[config.mk]
export PLATFORM = sky130hd
export DESIGN_NAME = mac_psum_acc
export DESIGN_NICKNAME = d
export VERILOG_FILES = /design/src/rtl/mac_psum_acc.sv
export SDC_FILE = /design/constraint.sdc
export NUM_CORES = 1
export LEC_CHECK = 0
export CAP_MARGIN = 30
export CORE_ASPECT_RATIO = 1.5
export CORE_UTILIZATION = 45
export DETAILED_ROUTE_END_ITERATION = 10
export GPL_TIMING_DRIVEN = 0
export PLACE_DENSITY = 0.68
export SETUP_SLACK_MARGIN = 0.05
export SLEW_MARGIN = 20
export SYNTH_ARGS = -nofsm -noshare
export SYNTH_HDL_FRONTEND = slang
export SYNTH_SLANG_ARGS = --single-unit
[constraint.sdc]
create_clock -name clk -period 4.2 [get_ports clk]
set_input_delay 0.84 -clock clk [delete_from_list [all_inputs] [get_ports clk]]
set_output_delay 0.84 -clock clk [all_outputs]
set_load 0.05 [all_outputs]
[src/rtl/mac_psum_acc.sv]
// mac_psum_acc: accumulates signed partial sums from a 16-input MAC into
// groups closed by in_last or by the chunk limit. Each result is held
// until the consumer takes it, with an optional ReLU clamp.
module mac_psum_acc #(
  parameter int bw        = 8,
  parameter int bw_psum   = 2*bw+6,
  parameter int max_chunk = 16,
  parameter int bw_acc    = bw_psum+4
) (
  input  logic               clk,
  input  logic               reset_n,
  input  logic [bw_psum-1:0] in_psum,
  input  logic               in_valid,
  input  logic               in_last,
  output logic               in_ready,
  input  logic               relu_en,
  output logic [bw_acc-1:0]  out_data,
  output logic [4:0]         out_cnt,
  output logic               out_forced,
  output logic               out_valid,
  input  logic               out_ready
);

  typedef enum logic [1:0] {
    IDLE = 2'd0,  // no group open
    ACC  = 2'd1,  // group open, accumulating
    HOLD = 2'd2   // result presented, waiting for consumer
  } state_t;

  state_t              state, state_nx;
  logic [bw_acc-1:0]   acc;
  logic [4:0]          cnt;
  logic [bw_acc-1:0]   psum_ext;
  logic [bw_acc-1:0]   acc_sum;
  logic [4:0]          cnt_sum;
  logic                accept;
  logic                close;

  // The input side stalls only while a result is waiting.
  assign in_ready = (state != HOLD);
  assign accept   = in_valid && in_ready;

  // The accumulator is wide enough that max_chunk psums cannot wrap.
  assign psum_ext = {{(bw_acc-bw_psum){in_psum[bw_psum-1]}}, in_psum};

  // The first psum of a group replaces the accumulator instead of adding to it.
  assign acc_sum = (state == IDLE) ? psum_ext : acc + psum_ext;
  assign cnt_sum = (state == IDLE) ? 5'd1 : cnt + 5'd1;

  // A group closes on an explicit last marker or when the chunk limit is reached.
  assign close = accept && (in_last || (cnt_sum == 5'(max_chunk)));

  // State register.
  always_ff @(posedge clk or negedge reset_n) begin
    // NOTE: sequential state uses non-blocking assignments so every register
    // samples pre-edge values regardless of block ordering.
    if (!reset_n) state <= IDLE;
    else          state <= state_nx;
  end

  // Next-state logic.
  always_comb begin
    // NOTE: default first, so no path through the case leaves state_nx
    // unassigned and no latch is inferred.
    state_nx = state;
    unique case (state)
      IDLE, ACC: if (accept) state_nx = close ? HOLD : ACC;
      HOLD:      if (out_valid && out_ready) state_nx = IDLE;
      default:   state_nx = IDLE;
    endcase
  end

  // Running sum and count of the open group.
  always_ff @(posedge clk or negedge reset_n) begin
    if (!reset_n) begin
      acc <= '0;
      cnt <= '0;
    end else if (accept) begin
      acc <= acc_sum;
      cnt <= cnt_sum;
    end
  end

  // Result registers: loaded on close, held stable until the handshake.
  always_ff @(posedge clk or negedge reset_n) begin
    if (!reset_n) begin
      out_data   <= '0;
      out_cnt    <= '0;
      out_forced <= 1'b0;
      out_valid  <= 1'b0;
    end else if (close) begin
      out_data   <= (relu_en && acc_sum[bw_acc-1]) ? '0 : acc_sum;
      out_cnt    <= cnt_sum;
      out_forced <= !in_last;
      out_valid  <= 1'b1;
    end else if (out_valid && out_ready) begin
      out_valid  <= 1'b0;
    end
  end

endmodule

==> run_results.csv <==
group,metric,value,unit
die,chipHeight,122,um
final_layout,multi_input_area,2540,sq um
worst_setup_path,startpoint_type,"input pin",
sta,max_slew_margin,47.8,%
global_routing,grt_max_degree,41,
cts,cts_setup_buffers,0,
yosys,synth_cells,486,
final_layout,fill_cells,863,
global_routing,antenna_found_initial,0,
worst_hold_path,hold_path_class,"input pin to asynchronous set/reset pin",
power,power.density,889,nW/um^2
worst_setup_path,timing.rr.end,"acc[24]$_DFFE_PN0P_",
placed_design,io_buffers,61,
detailed_routing,routed.top_layer,"met4",
yosys,synth_area_leader_cell,"dfrtp_1",
die,rows,43,
sta,setup_violations,0,
cts,cts_buffers,9,
cts,clk_pin_slew,0.06,ns
status,outcome,"completed",
sta,hold_viol,0,
die,start_util,46.6,%
detailed_routing,wl_per_cell,17.2,um
cts,insertion_delay,0.34,ns
placed_design,dp_hpwl,8590,um
worst_setup_path,cp_data_required_time,4.40,ns
power,p_total,4.81,mW
yosys,synth_edf_count,0,
global_routing,grt_pass1_vias,4003,
worst_setup_path,crit_type,"input pin to flip-flop",
global_routing,grt_usage,25.5,%
worst_setup_path,arrival,3.94,ns
die,ioPinCount,62,
final_layout,antenna_cells,0,
detailed_routing,vias,3976,
cts,clkSinkCount,66,
detailed_routing,dr.pass1.iters,4,
detailed_routing,ant_nets,0,
final_layout,seq_area,1650,sq um
detailed_routing,met1Wirelength,4700,um
yosys,synth_xor_area_share,4.04,%
sta,fin_tns_setup,0,ns
sta,fin_crit_sh,89.1,%
yosys,synth_async_sr_flop_share,100,%
cts,cts_max_level,3,
detailed_routing,drc,0,
global_routing,grt_pass1_wl,19200,um
power,ir_drop,480,uV
yosys,synth.cell_area,4340,sq um
worst_setup_path,worst-path-buf-inv,1,
cts,cts_tree,"yes",
worst_setup_path,startpoint,"in_psum[0]",
detailed_routing,wl_met2,6090,um
final_layout,drive_gt1_share,9.75,%
yosys,synth_compound_area_share,25.0,%
detailed_routing,routed_wl,11600,um
worst_setup_path,worstReg2RegStart,"acc[0]$_DFFE_PN0P_",
worst_setup_path,crit_chain,"clkdlybuf4s50_1, ha_1, fa_1, a211oi_1, nor2_1, o221ai_1, a211oi_1, nor2_1, o31ai_1, a211oi_1, o21ai_0",
cts,clockBufferDepth,2,
yosys,synth_fa_ha_area_share,7.97,%
die,core,9310,sq um
sta,max_slew.worst_pin.slew,0.783,ns
yosys,ys_warn_count,0,
yosys,synth_flop_cell,"dfrtp_1",
worst_setup_path,max_stage_delay,0.44,ns
sta,min_period,3.74,ns
cts,post_cts_resized,0,
die,die-area,10000,sq um
detailed_routing,via_per_inst,5.88,
yosys,synthesis.nets,541,
die,die_w,82.1,um
detailed_routing,routed-wl-met3,498,um
final_layout,final_common_cell,"nand2_1",
sta,fmax,0.267,GHz
worst_setup_path,crit_slowest_cell,"clkdlybuf4s50_1",
final_layout,final_cell_mix,"nand2_1, dfrtp_1, clkdlybuf4s50_1",
placed_design,place_congestion,0.910,
worst_setup_path,crit_path_end,"acc[24]$_DFFE_PN0P_",
yosys,synth-seq-cells,66,
worst_setup_path,crit_fanout,6,
yosys,synth_top_family_by_area,"compound AO/OA/AOI/OAI gates",
sta,grt_setup_unrepaired,"no",
global_routing,grt_overflow,0,
power,total_leakage_power,2.39,nW
yosys,synth.area.top_cells,"dfrtp_1, nand2_1, ha_1",
sta,skew,0.00886,ns
detailed_routing,drtIter0Drc,263,
sta,drv_slew,0,
yosys,synth_cell_type_count,56,
worst_setup_path,ff2ff_setup_slack,1.05,ns
final_layout,nets,614,
yosys,synth_top_area_share,38.1,%
worst_setup_path,worstSetupPathDepth,11,
cts,ctsHoldBuffers,0,
worst_setup_path,cp-end-kind,"flip-flop",
worst_setup_path,reg2reg_depth,10,
yosys,syn_avg_cell_area,8.92,sq um
yosys,synth_simple_gate_area_share,17.9,%
worst_setup_path,cp_common_cell,"a211oi_1",
run,drv_cap,0,
cts,cts-root-buf,"clkbuf_16",
final_layout,syn_to_final_growth,24.7,%
yosys,synth_mux_area_share,3.58,%
worst_setup_path,cpLargestDelayFamily,"compound AO/OA/AOI/OAI gates",
yosys,yosysSeqAreaShare,38.1,%
-- report_power, final --
| part | switching (mW) | internal, mW |
|---|---|---|
| combinational | 1.86 | 1.08 |
| sequential | 0.176 | 0.918 |
| clock | 0.304 | 0.477 |
| total | 2.34 | 2.47 |
-- cells by family (layout without fill, tap and decap cells) --
| family | after synthesis | in the layout |
|---|---|---|
| buf+inv | 35 | 113 |
| compound gates | 151 | 151 |
| xor+xnor | 20 | 20 |
| mux | 14 | 14 |
| flops | 66 | 66 |
| fa+ha+maj | 27 | 27 |
| simple gates | 173 | 173 |
-- registers in the layout, summed over array words and instances (netlist names) --
register	flops
acc	26
cnt	5
out_cnt	5
out_data	26
out_forced	1
out_valid	1
state	2
-- worst register-to-register path: stages (launching register included) --
cell      delay (ns)
dfrtp_1         0.38
ha_1            0.21
fa_1            0.42
a211oi_1        0.30
nor2_1          0.12
o221ai_1        0.35
a211oi_1        0.17
nor2_1          0.43
o31ai_1         0.14
a211oi_1        0.36
o21ai_0         0.14
-- worst min path at each step --
stage                               endpoint
floorplan               state[0]$_DFFE_PN0P_
global placement        state[0]$_DFFE_PN0P_
detailed placement  out_data[20]$_DFFE_PN0P_
CTS                  out_data[6]$_DFFE_PN0P_
global route         out_data[6]$_DFFE_PN0P_
finish                    acc[8]$_DFFE_PN0P_
-- cell usage after synthesis, types with 4 or more instances --
master / n
nand2_1: 100
dfrtp_1: 66
o21ai_0: 48
a21oi_1: 30
ha_1: 26
nor2_1: 21
o31ai_2: 20
clkbuf_1: 17
xnor2_1: 16
inv_1: 13
nand3_1: 13
mux2i_1: 11
nand4_1: 8
a211oi_1: 7
a21o_1: 7
nor3_1: 7
o31ai_1: 7
and3_1: 6
xor2_1: 4
-- layer usage --
layer / GRT usage (%) / vias to the layer above
met5: 0 / -
met1: 30.2 / 1942
li1: - / 1908
met4: 13.0 / 0
met3: 4.61 / 25
met2: 43.2 / 101
-- area by class of cell --
type                    count  area share, %
clock buffers              10           4.42
repair buffers             62           11.6
clock inverters             6           1.20
multi-input cells         385           46.9
plain buffers              22           1.80
flip-flops and latches     66           30.5
inverters                  13          0.902
well taps                 112           2.59
-- per-stage QoR --
step           instance area [sq um]  std cells  util [%]  worst slack [ns]  hold WS, ns
3_5_place_dp                    5100        660      54.8             0.138        0.462
6_report                        5410        676      58.1             0.459        0.412
4_1_cts                         5410        676      58.1             0.476        0.424
2_1_floorplan                   4340        486         -              1.07        0.442
5_1_grt                         5410        676      58.1             0.232        0.440
3_3_place_gp                    5090        659      54.6            0.0288        0.458
No activity file was read; power rests on OpenSTA's default activity.
==> patch 1 (config.mk and constraints unchanged) <==
Change the parameter `max_chunk` from 16 to 15.
--- a/src/rtl/mac_psum_acc.sv
+++ b/src/rtl/mac_psum_acc.sv
@@ -4,7 +4,7 @@
 module mac_psum_acc #(
   parameter int bw        = 8,
   parameter int bw_psum   = 2*bw+6,
-  parameter int max_chunk = 16,
+  parameter int max_chunk = 15,
   parameter int bw_acc    = bw_psum+4
 ) (
   input  logic               clk,
Behaviour: no difference found for any inputs over 4 cycles, from zero or initial values and one cycle with reset_n low; that may be too few to reach the edited logic, so the function may still have changed.
==> patch 1 against the original RTL <==
- worst hold slack lost 27 ps
- combinational power rose by 2%
- routed wire length rose by 2.4%
- critical path type unchanged
- largest cell class unchanged
- area after synthesis is 0.75% higher
- sequential cell count unchanged
- critical endpoint is now out_data[11]$_DFFE_PN0P_
- worst setup slack improved by 210 ps
- final area rose by 0.56%
- total power rose by 1.4%
==> patch 1: results (changes against the original RTL) <==
.. list-table::
   :header-rows: 1

   * - Metric
     - Value
   * - Part of the total power dissipated in the clock network
     - 0.159 (was 0.162)
   * - Synthesized Nets
     - 544 (was 541)
   * - Top cells by area, synth
     - sky130_fd_sc_hd__dfrtp_1, sky130_fd_sc_hd__ha_1, sky130_fd_sc_hd__nand2_1 (was sky130_fd_sc_hd__dfrtp_1, sky130_fd_sc_hd__nand2_1, sky130_fd_sc_hd__ha_1)
   * - Global-route wire length before repair
     - 19.3 mm (was 19.2 mm)
   * - Per-instance average area after synthesis
     - 8.93 µm² (was 8.92 µm²)
   * - Met3 usage
     - 0.0483 (was 0.0461)
   * - Status
     - complete, no violations (unchanged)
   * - Worst clock skew
     - 5.79 ps (was 8.86 ps)
   * - Sum of met2 wire segment lengths after detailed routing
     - 6.27 mm (was 6.09 mm)
   * - M1 GR Usage
     - 0.291 (was 0.302)
   * - Setup Slack @ Placement
     - 330 ps (was 138 ps)
   * - Sequential area share after synthesis
     - 0.378 (was 0.381)
   * - Leakage dissipation
     - 2.31 nW (was 2.39 nW)
   * - Non-Filler Instances
     - 678 (was 676)
   * - Crit-path leading delay family
     - buffers and inverters (was compound AO/OA/AOI/OAI gates)
   * - CP Launch Point
     - in_psum[13] (was in_psum[0])
   * - Maximum operating frequency
     - 283 MHz (was 267 MHz)
   * - Startpoint of the worst register-to-register path
     - acc[13]$_DFFE_PN0P_ (was acc[0]$_DFFE_PN0P_)
   * - Final worst hold slack
     - 385 ps (was 412 ps)
   * - Post-DP HPWL
     - 8.86 mm (was 8.59 mm)
   * - Met3 routed wirelength
     - 429 µm (was 498 µm)
   * - Fraction of final layout cells sized beyond drive strength 1
     - 0.122 (was 0.0975)
   * - Via count normalized by instance count
     - 5.84 (was 5.88)
   * - Timing endpoint of the critical path
     - out_data[11]$_DFFE_PN0P_ (was acc[24]$_DFFE_PN0P_)
   * - Total GRT Usage
     - 0.260 (was 0.255)
   * - Power consumed by combinational cells
     - 0.00298 W (was 0.00293 W)
   * - Register-to-register setup slack
     - 1310 ps (was 1050 ps)
   * - RD Place Congestion
     - 0.922 (was 0.910)
   * - Largest net degree at the start of global routing
     - 49 (was 41)
   * - Combinational cell fraction of total power
     - 0.611 (was 0.610)
   * - Cell area after placement
     - 5130 µm² (was 5100 µm²)
   * - Vias in the first global route
     - 4,113 (was 4,003)
   * - Count of input and output buffers
     - 60 (was 61)
==> patch 1: cell types whose count changed after synthesis, sizes merged, moves of 7 or more <==
cell    before  now
nand2      100   69
a21oi       30   37
and2         1    9
a211oi       7   22
o31ai       27    0
a31oi        4   13
nor2        21   48
==> patch 1: kinds of logic (layout without fill, tap and decap cells) <==
family          count (synthesis)  count (layout)  synth area share
simple gates                  178             178             0.190
flops                          66              66             0.378
buf+inv                        35             112            0.0364
compound gates                153             153             0.253
mux                            11              11            0.0258
xor+xnor                       19              19            0.0381
fa+ha+maj                      27              27            0.0791
==> patch 1: layout make-up <==
| type | instances | area, µm² |
|---|---|---|
| multi-input combinational | 388 | 2560 |
| fill | 876 | 3920 |
| inverter | 8 | 30.0 |
| sequential | 66 | 1650 |
| buffer | 27 | 129 |
| tap | 112 | 140 |
| clock buffer | 10 | 239 |
| clock inverter | 6 | 65.1 |
| timing repair buffer | 61 | 626 |
==> patch 2 (same flow settings) <==
Without the edit above. Register the output `out_cnt` once more, with the module's reset; this adds one clock of latency there. The other outputs are not delayed to match.
--- a/src/rtl/mac_psum_acc.sv
+++ b/src/rtl/mac_psum_acc.sv
@@ -26,6 +26,8 @@
     ACC  = 2'd1,  // group open, accumulating
     HOLD = 2'd2   // result presented, waiting for consumer
   } state_t;
+
+  logic [4:0] out_cnt_s0;
 
   state_t              state, state_nx;
   logic [bw_acc-1:0]   acc;
@@ -85,12 +87,12 @@
   always_ff @(posedge clk or negedge reset_n) begin
     if (!reset_n) begin
       out_data   <= '0;
-      out_cnt    <= '0;
+      out_cnt_s0 <= '0;
       out_forced <= 1'b0;
       out_valid  <= 1'b0;
     end else if (close) begin
       out_data   <= (relu_en && acc_sum[bw_acc-1]) ? '0 : acc_sum;
-      out_cnt    <= cnt_sum;
+      out_cnt_s0 <= cnt_sum;
       out_forced <= !in_last;
       out_valid  <= 1'b1;
     end else if (out_valid && out_ready) begin
@@ -98,5 +100,13 @@
     end
   end
 
+  always_ff @(posedge clk or negedge reset_n) begin
+    if (!reset_n) begin
+      out_cnt <= '0;
+    end else begin
+      out_cnt <= out_cnt_s0;
+    end
+  end
+
 endmodule
 
Check against the original RTL: not equivalent (Yosys sat finds a counterexample within 4 cycles, from zero or initial values and one cycle with reset_n low).
==> patch 2 against the original RTL <==
- routed wire length is 2.1% higher
- sequential cell count increased by 5
- utilization grew 0.067 points
- total power rose by 1.8%
- worst setup slack got worse by 160 ps
- final area is 0.69% higher
- final cell count is 0.15% higher
- area after synthesis is 1.2% higher
==> patch 2: results (changes against the original RTL) <==
.. list-table::
   :header-rows: 1

   * - Metric
     - Value
   * - Non-CTS inverters
     - 6 (was 13)
   * - Global-route wire length before repair
     - 19.2 mm (about the same)
   * - Detailed Route Iter0 Violations
     - 189 (was 263)
   * - RD Place Congestion
     - 0.846 (was 0.910)
   * - Number of standard cells after synthesis
     - 487 (was 486)
   * - Xor and xnor fraction of the mapped netlist area
     - 0.0459 (was 0.0404)
   * - Storage element area
     - 1780 µm² (was 1650 µm²)
   * - Startpoint of the worst register-to-register path
     - acc[3]$_DFFE_PN0P_ (was acc[0]$_DFFE_PN0P_)
   * - Number of search-and-repair iterations in the first detailed-routing pass
     - 5 (was 4)
   * - Internal power
     - 0.00250 W (was 0.00247 W)
   * - Status
     - complete, no violations (unchanged)
   * - FF+latch count
     - 71 (was 66)
   * - Final-layout fill cell count
     - 849 (was 863)
   * - Worst clock skew
     - 6.18 ps (was 8.86 ps)
   * - Post-DP HPWL
     - 8.82 mm (was 8.59 mm)
   * - Timing endpoint of the critical path
     - out_data[16]$_DFFE_PN0P_ (was acc[24]$_DFFE_PN0P_)
   * - Hold Path Class
     - flop to flop (was primary input to async pin)
   * - Non-Filler Instances
     - 677 (was 676)
   * - Worst flop-to-flop path endpoint
     - out_data[16]$_DFFE_PN0P_ (was acc[24]$_DFFE_PN0P_)
   * - Master of the slowest instance on the critical path
     - sky130_fd_sc_hd__or4_1 (was sky130_fd_sc_hd__clkdlybuf4s50_1)
   * - Via count normalized by instance count
     - 5.83 (was 5.88)
   * - Vias in the first global route
     - 3,938 (was 4,003)
   * - Cell area after placement
     - 5150 µm² (was 5100 µm²)
   * - Clock-cell share of area
     - 0.0531 (was 0.0562)
   * - Critical path peak fanout
     - 10 (was 6)
   * - Synthesized Nets
     - 542 (was 541)
   * - Slew at the pin closest to its max-slew limit
     - 973 ps (was 783 ps)
   * - Top post-synthesis cells by count
     - sky130_fd_sc_hd__nand2_1, sky130_fd_sc_hd__dfrtp_1, sky130_fd_sc_hd__nor2_1 (was sky130_fd_sc_hd__nand2_1, sky130_fd_sc_hd__dfrtp_1, sky130_fd_sc_hd__o21ai_0)
   * - Post-synthesis mux area share
     - 0.0137 (was 0.0358)
   * - Max incr delay on CP
     - 490 ps (was 440 ps)
   * - Reported clock group power
     - 0.000749 W (was 0.000780 W)
   * - Depth of the most critical reg-to-reg path
     - 11 (was 10)
   * - Fraction of final layout cells sized beyond drive strength 1
     - 0.0832 (was 0.0975)
   * - Sequential portion of the cell area
     - 0.326 (was 0.305)
   * - Share of total power consumed by net switching
     - 0.489 (was 0.486)
   * - Leakage dissipation
     - 2.33 nW (was 2.39 nW)
   * - Non-clock buffer share
     - 0.133 (was 0.134)
   * - Max VDD drop
     - 498 µV (was 480 µV)
   * - Netlist cell types
     - 50 (was 56)
[patch 2: cell count changes after synthesis, moves of 5 or more]
cell                       unedited run  this run
sky130_fd_sc_hd__nor2_1              21        55
sky130_fd_sc_hd__nand2_1            100        72
sky130_fd_sc_hd__o31ai_2             20         0
sky130_fd_sc_hd__a211oi_2             0        16
sky130_fd_sc_hd__inv_1               13         6
sky130_fd_sc_hd__a21o_1               7        13
sky130_fd_sc_hd__dfrtp_1             66        71
sky130_fd_sc_hd__mux2i_1             11         6
[patch 2: per-layer routing]
| layer | track usage | wire length, µm | share of wire | vias up |
|---|---|---|---|---|
| li1 | - | - | - | 1912 |
| met1 | 0.306 | 5010 | 0.42 | 1923 |
| met2 | 0.456 | 6210 | 0.52 | 99 |
| met3 | 0.0406 | 442 | 0.037 | 15 |
| met4 | 0.0819 | 196 | 0.017 | 0 |
| met5 | 0 | 0 | 0 | - |
